<file path="config.mk">
export PLATFORM = sky130hd
export DESIGN_NAME = seg_rw_param_flat
export DESIGN_NICKNAME = d
export VERILOG_FILES = /design/src/rtl/seg_rw_param_if.sv /design/src/rtl/seg_rw_param.sv /design/src/flat_wrapper.sv
export SDC_FILE = /design/constraint.sdc
export NUM_CORES = 1
export LEC_CHECK = 0
export ABC_AREA = 1
export CAP_MARGIN = 30
export CORE_MARGIN = 8
export CORE_UTILIZATION = 30
export CTS_CLUSTER_DIAMETER = 60
export DETAILED_ROUTE_END_ITERATION = 10
export PLACE_DENSITY = 0.46
export SLEW_MARGIN = 15
export SYNTH_ARGS = -nofsm -noshare
export SYNTH_HDL_FRONTEND = slang
export SYNTH_SLANG_ARGS = --single-unit
</file>
<file path="constraint.sdc">
create_clock -name clock -period 1.85 [get_ports clock]
set_input_delay 0.37 -clock clock [delete_from_list [all_inputs] [get_ports clock]]
set_output_delay 0.37 -clock clock [all_outputs]
set_load 0.005 [all_outputs]
</file>
<file path="src/rtl/seg_rw_param_if.sv">
// seg_rw_param_if
//   Token/result handshake bundle for seg_rw_param.
//   Request side : seq_mode, addr_d, dataW_d, write_d, in_valid -> in_ready
//   Result side  : dataR_d, out_valid -> out_ready
//   master = token producer / result consumer, slave = the memory block.
interface seg_rw_param_if #(
    parameter int DW = 8,
    parameter int AW = 4
);
    logic          seq_mode;
    logic [AW-1:0] addr_d;
    logic [DW-1:0] dataW_d;
    logic          write_d;
    logic          in_valid;
    logic          in_ready;
    logic [DW-1:0] dataR_d;
    logic          out_valid;
    logic          out_ready;

    modport master (
        output seq_mode, addr_d, dataW_d, write_d, in_valid, out_ready,
        input  in_ready, dataR_d, out_valid
    );

    modport slave (
        input  seq_mode, addr_d, dataW_d, write_d, in_valid, out_ready,
        output in_ready, dataR_d, out_valid
    );
endinterface

</file>
<file path="src/rtl/seg_rw_param.sv">
// seg_rw_param
//   DEPTH x DW register memory behind a valid/ready token port. Each accepted
//   token is either a write (no result) or a read (one result, 1-cycle
//   latency, held until consumed). Addressing is either the token's addr_d
//   or an internal pointer that advances on every sequential-mode token.
//   Out-of-range accesses are consumed, leave memory untouched, return 0 for
//   reads and raise the sticky err flag.
//
// Ports
//   clock    : rising-edge clock
//   reset    : asynchronous, active-low
//   bus      : seg_rw_param_if.slave (token in / result out handshake)
//   err      : sticky out-of-range flag
//   clr_err  : synchronous clear of err (a same-edge set wins)
//
// Result slot FSM
//   state   | meaning
//   S_EMPTY | no result pending; out_valid = 0
//   S_FULL  | result in dataR_d waiting for out_ready; out_valid = 1
module seg_rw_param #(
    parameter int DW    = 8,
    parameter int AW    = 4,
    parameter int DEPTH = 16
) (
    input  logic               clock,
    input  logic               reset,
    seg_rw_param_if.slave      bus,
    output logic               err,
    input  logic               clr_err
);

    typedef enum logic {
        S_EMPTY = 1'b0,
        S_FULL  = 1'b1
    } slot_t;

    slot_t          state_q, state_d;
    logic [DW-1:0]  rdata_q, rdata_d;
    logic [AW-1:0]  ptr_q, ptr_d;
    logic           err_q, err_d;
    logic           run_q;

    logic [DW-1:0]  mem [DEPTH];

    logic [AW-1:0]  eff_addr;
    logic           in_range;
    logic           accept;
    logic           rd_accept;
    logic           wr_en;
    logic [DW-1:0]  rd_word;

    // run_q comes up one edge after reset release, so no token can be
    // accepted while reset is low (the memory itself has no reset) and the
    // reset net never feeds the data path of a flop.
    assign bus.in_ready  = run_q && ((state_q == S_EMPTY) || bus.out_ready);
    assign bus.out_valid = (state_q == S_FULL);
    assign bus.dataR_d   = rdata_q;
    assign err           = err_q;

    always_comb begin
        eff_addr  = bus.seq_mode ? ptr_q : bus.addr_d;
        in_range  = (32'(eff_addr) < 32'(DEPTH));
        accept    = bus.in_valid && bus.in_ready;
        rd_accept = accept && !bus.write_d;
        wr_en     = accept && bus.write_d && in_range;
        rd_word   = '0;
        if (in_range) begin
            rd_word = mem[eff_addr];
        end
    end

    // Result slot: a read accepted on the same edge that drains the slot
    // refills it, which is what gives one token per cycle with out_ready=1.
    always_comb begin
        state_d = state_q;
        rdata_d = rdata_q;
        case (state_q)
            S_EMPTY: begin
                if (rd_accept) begin
                    state_d = S_FULL;
                    rdata_d = rd_word;
                end
            end
            S_FULL: begin
                if (rd_accept) begin
                    rdata_d = rd_word;
                end else if (bus.out_ready) begin
                    state_d = S_EMPTY;
                end
            end
            default: begin
                state_d = S_EMPTY;
            end
        endcase
    end

    // Pointer advances on every sequential token, read or write, in range
    // by construction since it wraps at DEPTH-1.
    always_comb begin
        ptr_d = ptr_q;
        if (accept && bus.seq_mode) begin
            if (32'(ptr_q) == 32'(DEPTH - 1)) begin
                ptr_d = '0;
            end else begin
                ptr_d = ptr_q + 1'b1;
            end
        end
    end

    always_comb begin
        err_d = err_q;
        if (accept && !in_range) begin
            err_d = 1'b1;
        end else if (clr_err) begin
            err_d = 1'b0;
        end
    end

    always_ff @(posedge clock or negedge reset) begin
        if (!reset) begin
            state_q <= S_EMPTY;
            rdata_q <= '0;
            ptr_q   <= '0;
            err_q   <= 1'b0;
            run_q   <= 1'b0;
        end else begin
            state_q <= state_d;
            rdata_q <= rdata_d;
            ptr_q   <= ptr_d;
            err_q   <= err_d;
            run_q   <= 1'b1;
        end
    end

    // Contents survive reset on purpose.
    always_ff @(posedge clock) begin
        if (wr_en) begin
            mem[eff_addr] <= bus.dataW_d;
        end
    end

endmodule

</file>
<file path="src/flat_wrapper.sv">
// flat-port wrapper written by rule: the top's interface ports become plain ports
module seg_rw_param_flat 
#(
    parameter int DW    = 8,
    parameter int AW    = 4,
    parameter int DEPTH = 16
)
  (clock, reset, err, clr_err, bus_seq_mode, bus_addr_d, bus_dataW_d, bus_write_d, bus_in_valid, bus_out_ready, bus_in_ready, bus_dataR_d, bus_out_valid);
  seg_rw_param_if #(.DW(DW), .AW(AW)) bus_i ();
  input  logic clock;
  input  logic reset;
  output logic err;
  input  logic clr_err;
  input wire logic [$bits(bus_i.seq_mode)-1:0] bus_seq_mode;
  input wire logic [$bits(bus_i.addr_d)-1:0] bus_addr_d;
  input wire logic [$bits(bus_i.dataW_d)-1:0] bus_dataW_d;
  input wire logic [$bits(bus_i.write_d)-1:0] bus_write_d;
  input wire logic [$bits(bus_i.in_valid)-1:0] bus_in_valid;
  input wire logic [$bits(bus_i.out_ready)-1:0] bus_out_ready;
  output wire logic [$bits(bus_i.in_ready)-1:0] bus_in_ready;
  output wire logic [$bits(bus_i.dataR_d)-1:0] bus_dataR_d;
  output wire logic [$bits(bus_i.out_valid)-1:0] bus_out_valid;
  assign bus_i.seq_mode = bus_seq_mode;
  assign bus_i.addr_d = bus_addr_d;
  assign bus_i.dataW_d = bus_dataW_d;
  assign bus_i.write_d = bus_write_d;
  assign bus_i.in_valid = bus_in_valid;
  assign bus_i.out_ready = bus_out_ready;
  assign bus_in_ready = bus_i.in_ready;
  assign bus_dataR_d = bus_i.dataR_d;
  assign bus_out_valid = bus_i.out_valid;
  seg_rw_param #(.DW(DW), .AW(AW), .DEPTH(DEPTH)) u_core (.clock(clock), .reset(reset), .bus(bus_i), .err(err), .clr_err(clr_err));
endmodule
</file>
======== Word level (Yosys, flattened, before mapping) ========
Memory sizes are Yosys's and may differ from the RTL's. A register that Yosys moved wholly into a read port is not among the register bits.
Index checks and enable logic that the tools add are counted.
operators by class
  $add $sub $neg .......................... 1
  equal/unequal tests ..................... 1
  multiplexer cells ....................... 8
  bitwise logic cells ..................... 1
  reduce and logical (&&, ||, !) cells .... 8
operators with widths
  cell                                         number
  two-way mux 4 bit                            2
  logical AND 1 bit                            5
  two-way mux 1 bit                            5
  adder 4 x 1 -> 4 bit, second input constant  1
  equality test 4 bit, second input constant   1
  zero test 1 bit                              2
  one-hot mux 1 bit (2 select lines)           1
  logical OR 1 bit                             1
  inverter 1 bit                               1
storage, ports and cells
  flip-flop bits (word level) ............. 6
  memory bits (writable) .................. 128
  bits of input ports ..................... 19
  output and inout port bits .............. 11
  logic and storage cells ................. 23
  memories kept ........................... 1
memory list
  name        depth  width  read ports  clocked after memory_dff  wr ports  RTL line            text
  u_core.mem  16     8      1           1                         1         seg_rw_param.sv:43  logic [DW-1:0] mem [DEPTH];

======== Longest topological paths before layout ========
  depth in word-level cells ............... 7
  gate-level depth with buffers ........... 12
  gate-level depth less buffers ........... 11

======== Least setup slack after synthesis ========
Ideal clock, no wire load.
  path kind ............................... input to register
  start point ............................. in bus_seq_mode
  end point ............................... mem u_core.mem[4][0] (enable)
  library setup time ...................... 0.370 ns
  arrival time ............................ 1.500 ns
  required time ........................... 1.480 ns
  setup slack ............................. -0.021 ns
  cell stages on the path ................. 6
  buffers on the path ..................... 0
  path through ............................ inv_2 > or2_1 > o21ai_2 > nor2_1 > inv_1 > nor2_1
on the way
  word-level cells in the longest chain between the ends .. 1
ends and longest elaborated chain
  what                RTL line            text
  start: declaration  flat_wrapper.sv:14  input wire logic [$bits(bus_i.seq_mode)-1:0] bus_seq_mode;
  two-way mux 4 bit   seg_rw_param.sv:61  eff_addr = bus.seq_mode ? ptr_q : bus.addr_d;
  end: declaration    seg_rw_param.sv:43
No other way between the ends.

======== Worst setup path in the final report ========
  start point ............................. in bus_out_ready
  end point ............................... mem u_core.mem[1][4] (enable)
on the way
  word-level cells in the longest chain between the ends .. 6
ends and longest elaborated chain
  what                                     RTL line             text
  start: declaration                       flat_wrapper.sv:19   input wire logic [$bits(bus_i.out_ready)-1:0] bus_out_ready;
  logical OR 1 bit                         seg_rw_param.sv:55   assign bus.in_ready = run_q && ((state_q == S_EMPTY) || bus.out_ready);
  logical AND 1 bit                        seg_rw_param.sv:55
  logical AND 1 bit                        seg_rw_param.sv:63   accept = bus.in_valid && bus.in_ready;
  logical AND 1 bit                        seg_rw_param.sv:65   wr_en = accept && bus.write_d && in_range;
  two-way mux 1 bit                        seg_rw_param.sv:137  if (wr_en) begin
  two-way mux 1 bit (implied by the code)  seg_rw_param.sv:138  mem[eff_addr] <= bus.dataW_d;
No other way between the ends.

==> impl_metrics.py <==
metrics = {
    "placed_design": {
        "port_buffers": 27,
        "dp_cells": 918,
        "dp_hpwl_um": 10830,
        "place.gp.congestion": 0.8351,
    },
    "clock_network": {
        "cts.path.max_buffers": 2,
        "post_cts_buffers": 0,
        "cts_made_buffers": 17,
        "clockRootBuffer": "clkbuf_16",
        "path_clk_slew_ps": 60,
        "clock-sinks": 142,
        "cts_hold_buf": 0,
        "clkLatencyLatePin_ps": 420,
        "ctsHtreeMaxLevel": 4,
        "cts_tree": "done",
    },
    "grt": {
        "grt_first_pass_wirelength_um": 25030,
        "grt_use_total": 0.1361,
        "grt_max_degree": 33,
        "antenna_found_initial": 0,
        "grt_pass1_vias": 4438,
        "grt.overflow.total": 0,
    },
    "power": {
        "ir_worst_vdd_uv": 370.4,
        "cellLeakagePower_uw": 0.003124,
        "powerDensity_mw_per_mm2": 1142,
    },
    "setup_path": {
        "cp_max_fo": 8,
        "critPathKind": "in2reg",
        "worstSetupEndpointType": "flop",
        "crit_arrival_ps": 1900,
        "start_kind": "input port",
        "critPathRequiredTime_ps": 1980,
    },
    "sta": {
        "finalMaxSlewViolations": 0,
        "period_needed_ps": 1776,
        "skew_ps": 8.998,
        "min_period_over_period": 0.9598,
        "setup_viol": 0,
        "fin_tns_setup_ps": 0,
        "max_freq_mhz": 563.2,
        "finalHoldViolCount": 0,
    },
    "finish": {
        "multi_input_area_mm2": 0.001759,
        "fin_util": 0.3827,
        "mostFrequentLayoutCells": "nand2_1, edfxtp_1, nand3_1",
        "antenna_cells": 0,
        "final_common_cell": "nand2_1",
        "fillers": 1955,
        "final_cells": 950,
        "drive_above_1_share": 0.1750,
        "ff_latch_area_mm2": 0.004194,
        "nets": 687,
        "area_growth_syn_to_layout_pct": 26.26,
    },
    "logic_synthesis": {
        "synth_top_area_frac": 0.6308,
        "ys_warn_count": 0,
        "synthTopCellsByArea": "edfxtp_1, nand2_1, nand3_1",
        "avgSynthCellArea_um2": 10.35,
        "synth_nets": 609,
        "seq_area_frac_synth": 0.6883,
        "synthDistinctLibCells": 24,
        "ys_ff_latch": 142,
        "synth_top_area_cell": "edfxtp_1",
        "synth_area_mm2": 0.006093,
        "syn_inst": 589,
    },
    "detailed_routing": {
        "routedWlPerCell_um": 16.92,
        "drtIter0Drc": 315,
        "drcViolationCount": 0,
        "vias": 4327,
        "routed_wl_um": 16070,
        "dr.pass1.iters": 5,
        "postRouteAntennaNets": 0,
        "viasPerCell": 4.555,
    },
    "floorplanning": {
        "io_pins": 30,
        "die_x_um": 158.5,
        "die-area_mm2": 0.02513,
        "fp-row-count": 52,
        "core_mm2": 0.02010,
        "initial_core_util": 0.3031,
        "die_h_um": 158.5,
    },
    "run_status": {
        "outcome": "finished, final reports clean",
    },
    "hold_path": {
        "hold_path.class": "in2async",
    },
    "run": {
        "maxCapViolCount": 0,
    },
}
## kinds of logic (layout without fill, tap and decap cells)
family                   Yosys count  count (layout)  share of synthesized area
XOR/XNOR                           1               1                   0.001438
flip-flops                       142             142                     0.6883
multiplexers                       1               1                   0.001848
AND/OR/NAND/NOR                  393             393                     0.2696
adder cells (fa/ha/maj)            1               1                   0.002053
AO/OA/AOI/OAI                      4               4                   0.003901
other                              2               2                   0.001232
buffers and inverters             45             136                    0.03162
## metrics by stage
step                      instance area [um2]  worst slack [ps]  hold WS (ps)  power (uW)
after global placement                   7037            -559.8         497.2        5428
after CTS                                7637            -20.40         248.9        8856
after global routing                     7694            -2.221         274.5        9196
after floorplan                          6093            -20.62         74.41        4659
after detailed placement                 7037            -558.8         512.1        5429
final                                    7694             74.45         262.5        8783
## state kept, by name, indices dropped and copies added (netlist names)
signal and cells:
u_core.mem 128, u_core.bus.dataR_d 8, u_core.ptr_q 4, u_core.bus.out_valid 1, u_core.run_q 1
## worst max-delay path: stages
cell	delay, ps
clkdlybuf4s50_1	450
inv_1	40
nand2_1	60
and2_4	140
nand2_2	70
nor2_4	130
buf_6	130
nand3_2	80
buf_4	150
nor2_1	100
buf_4	180
## worst paths after layout
| kind | startpoint | cells past startpoint | end | slack, ps |
|---|---|---|---|---|
| setup / recovery | bus_out_ready | 11 | u_core.mem[1][4] | 70 |
| hold / removal | reset | 2 | u_core.ptr_q[0] | 260 |
| setup reg to reg | u_core.bus.out_valid | 9 | u_core.mem[1][4] | 130 |
| hold reg to reg | u_core.bus.out_valid | 2 | u_core.bus.out_valid | 520 |
| max in group asynchronous | reset | 2 | u_core.bus.dataR_d[5] | 1420 |
| min in group clock | u_core.bus.out_valid | 2 | u_core.bus.out_valid | 520 |
## power breakdown
group          switching, uW  internal [uW]  total, uW  leakage (uW)
Combinational           1040            646       1680       0.00152
Clock                   1290           2110       3410      0.000291
Sequential              73.5           3620       3690       0.00132
Total                   2400           6380       8780       0.00312
## repair_timing
item                                    CTS  global route
endpoints found under the hold margin     0             0
gates resized for setup                   4            16
cloned                                    0             0
endpoints found under the setup margin  121           125
pin swaps                                 0             0
## routing by layer
layer / wire length, um / GRT usage / vias to the layer above
met5: 0 / 0 / -
met1: 7543 / 0.1758 / 2071
met4: 282 / 0.04625 / 0
li1: - / - / 2123
met2: 7441 / 0.2165 / 108
met3: 803 / 0.03719 / 25
## Yosys cell counts
library cell	count
and2_1	1
buf_2	16
buf_4	1
clkbuf_1	8
conb_1	2
dfrtp_1	14
edfxtp_1	128
ha_1	1
inv_1	17
inv_2	3
mux2_2	1
nand2_1	251
nand2_2	4
nand3_1	87
nand4_1	1
nor2_1	36
nor2_2	1
nor2_4	2
nor3b_1	1
o21ai_0	3
o21ai_2	1
or2_1	1
or2_2	8
xor2_1	1
## final cells by class
type,count,share of cell area
Sequential cell,142,0.5451
Clock inverter,15,0.02212
Timing Repair Buffer,84,0.09514
Multi-Input combinational cell,402,0.2287
Inverter,20,0.009758
Tap cell,270,0.04391
Clock buffer,17,0.05529
(Power assumes the default switching activity.)
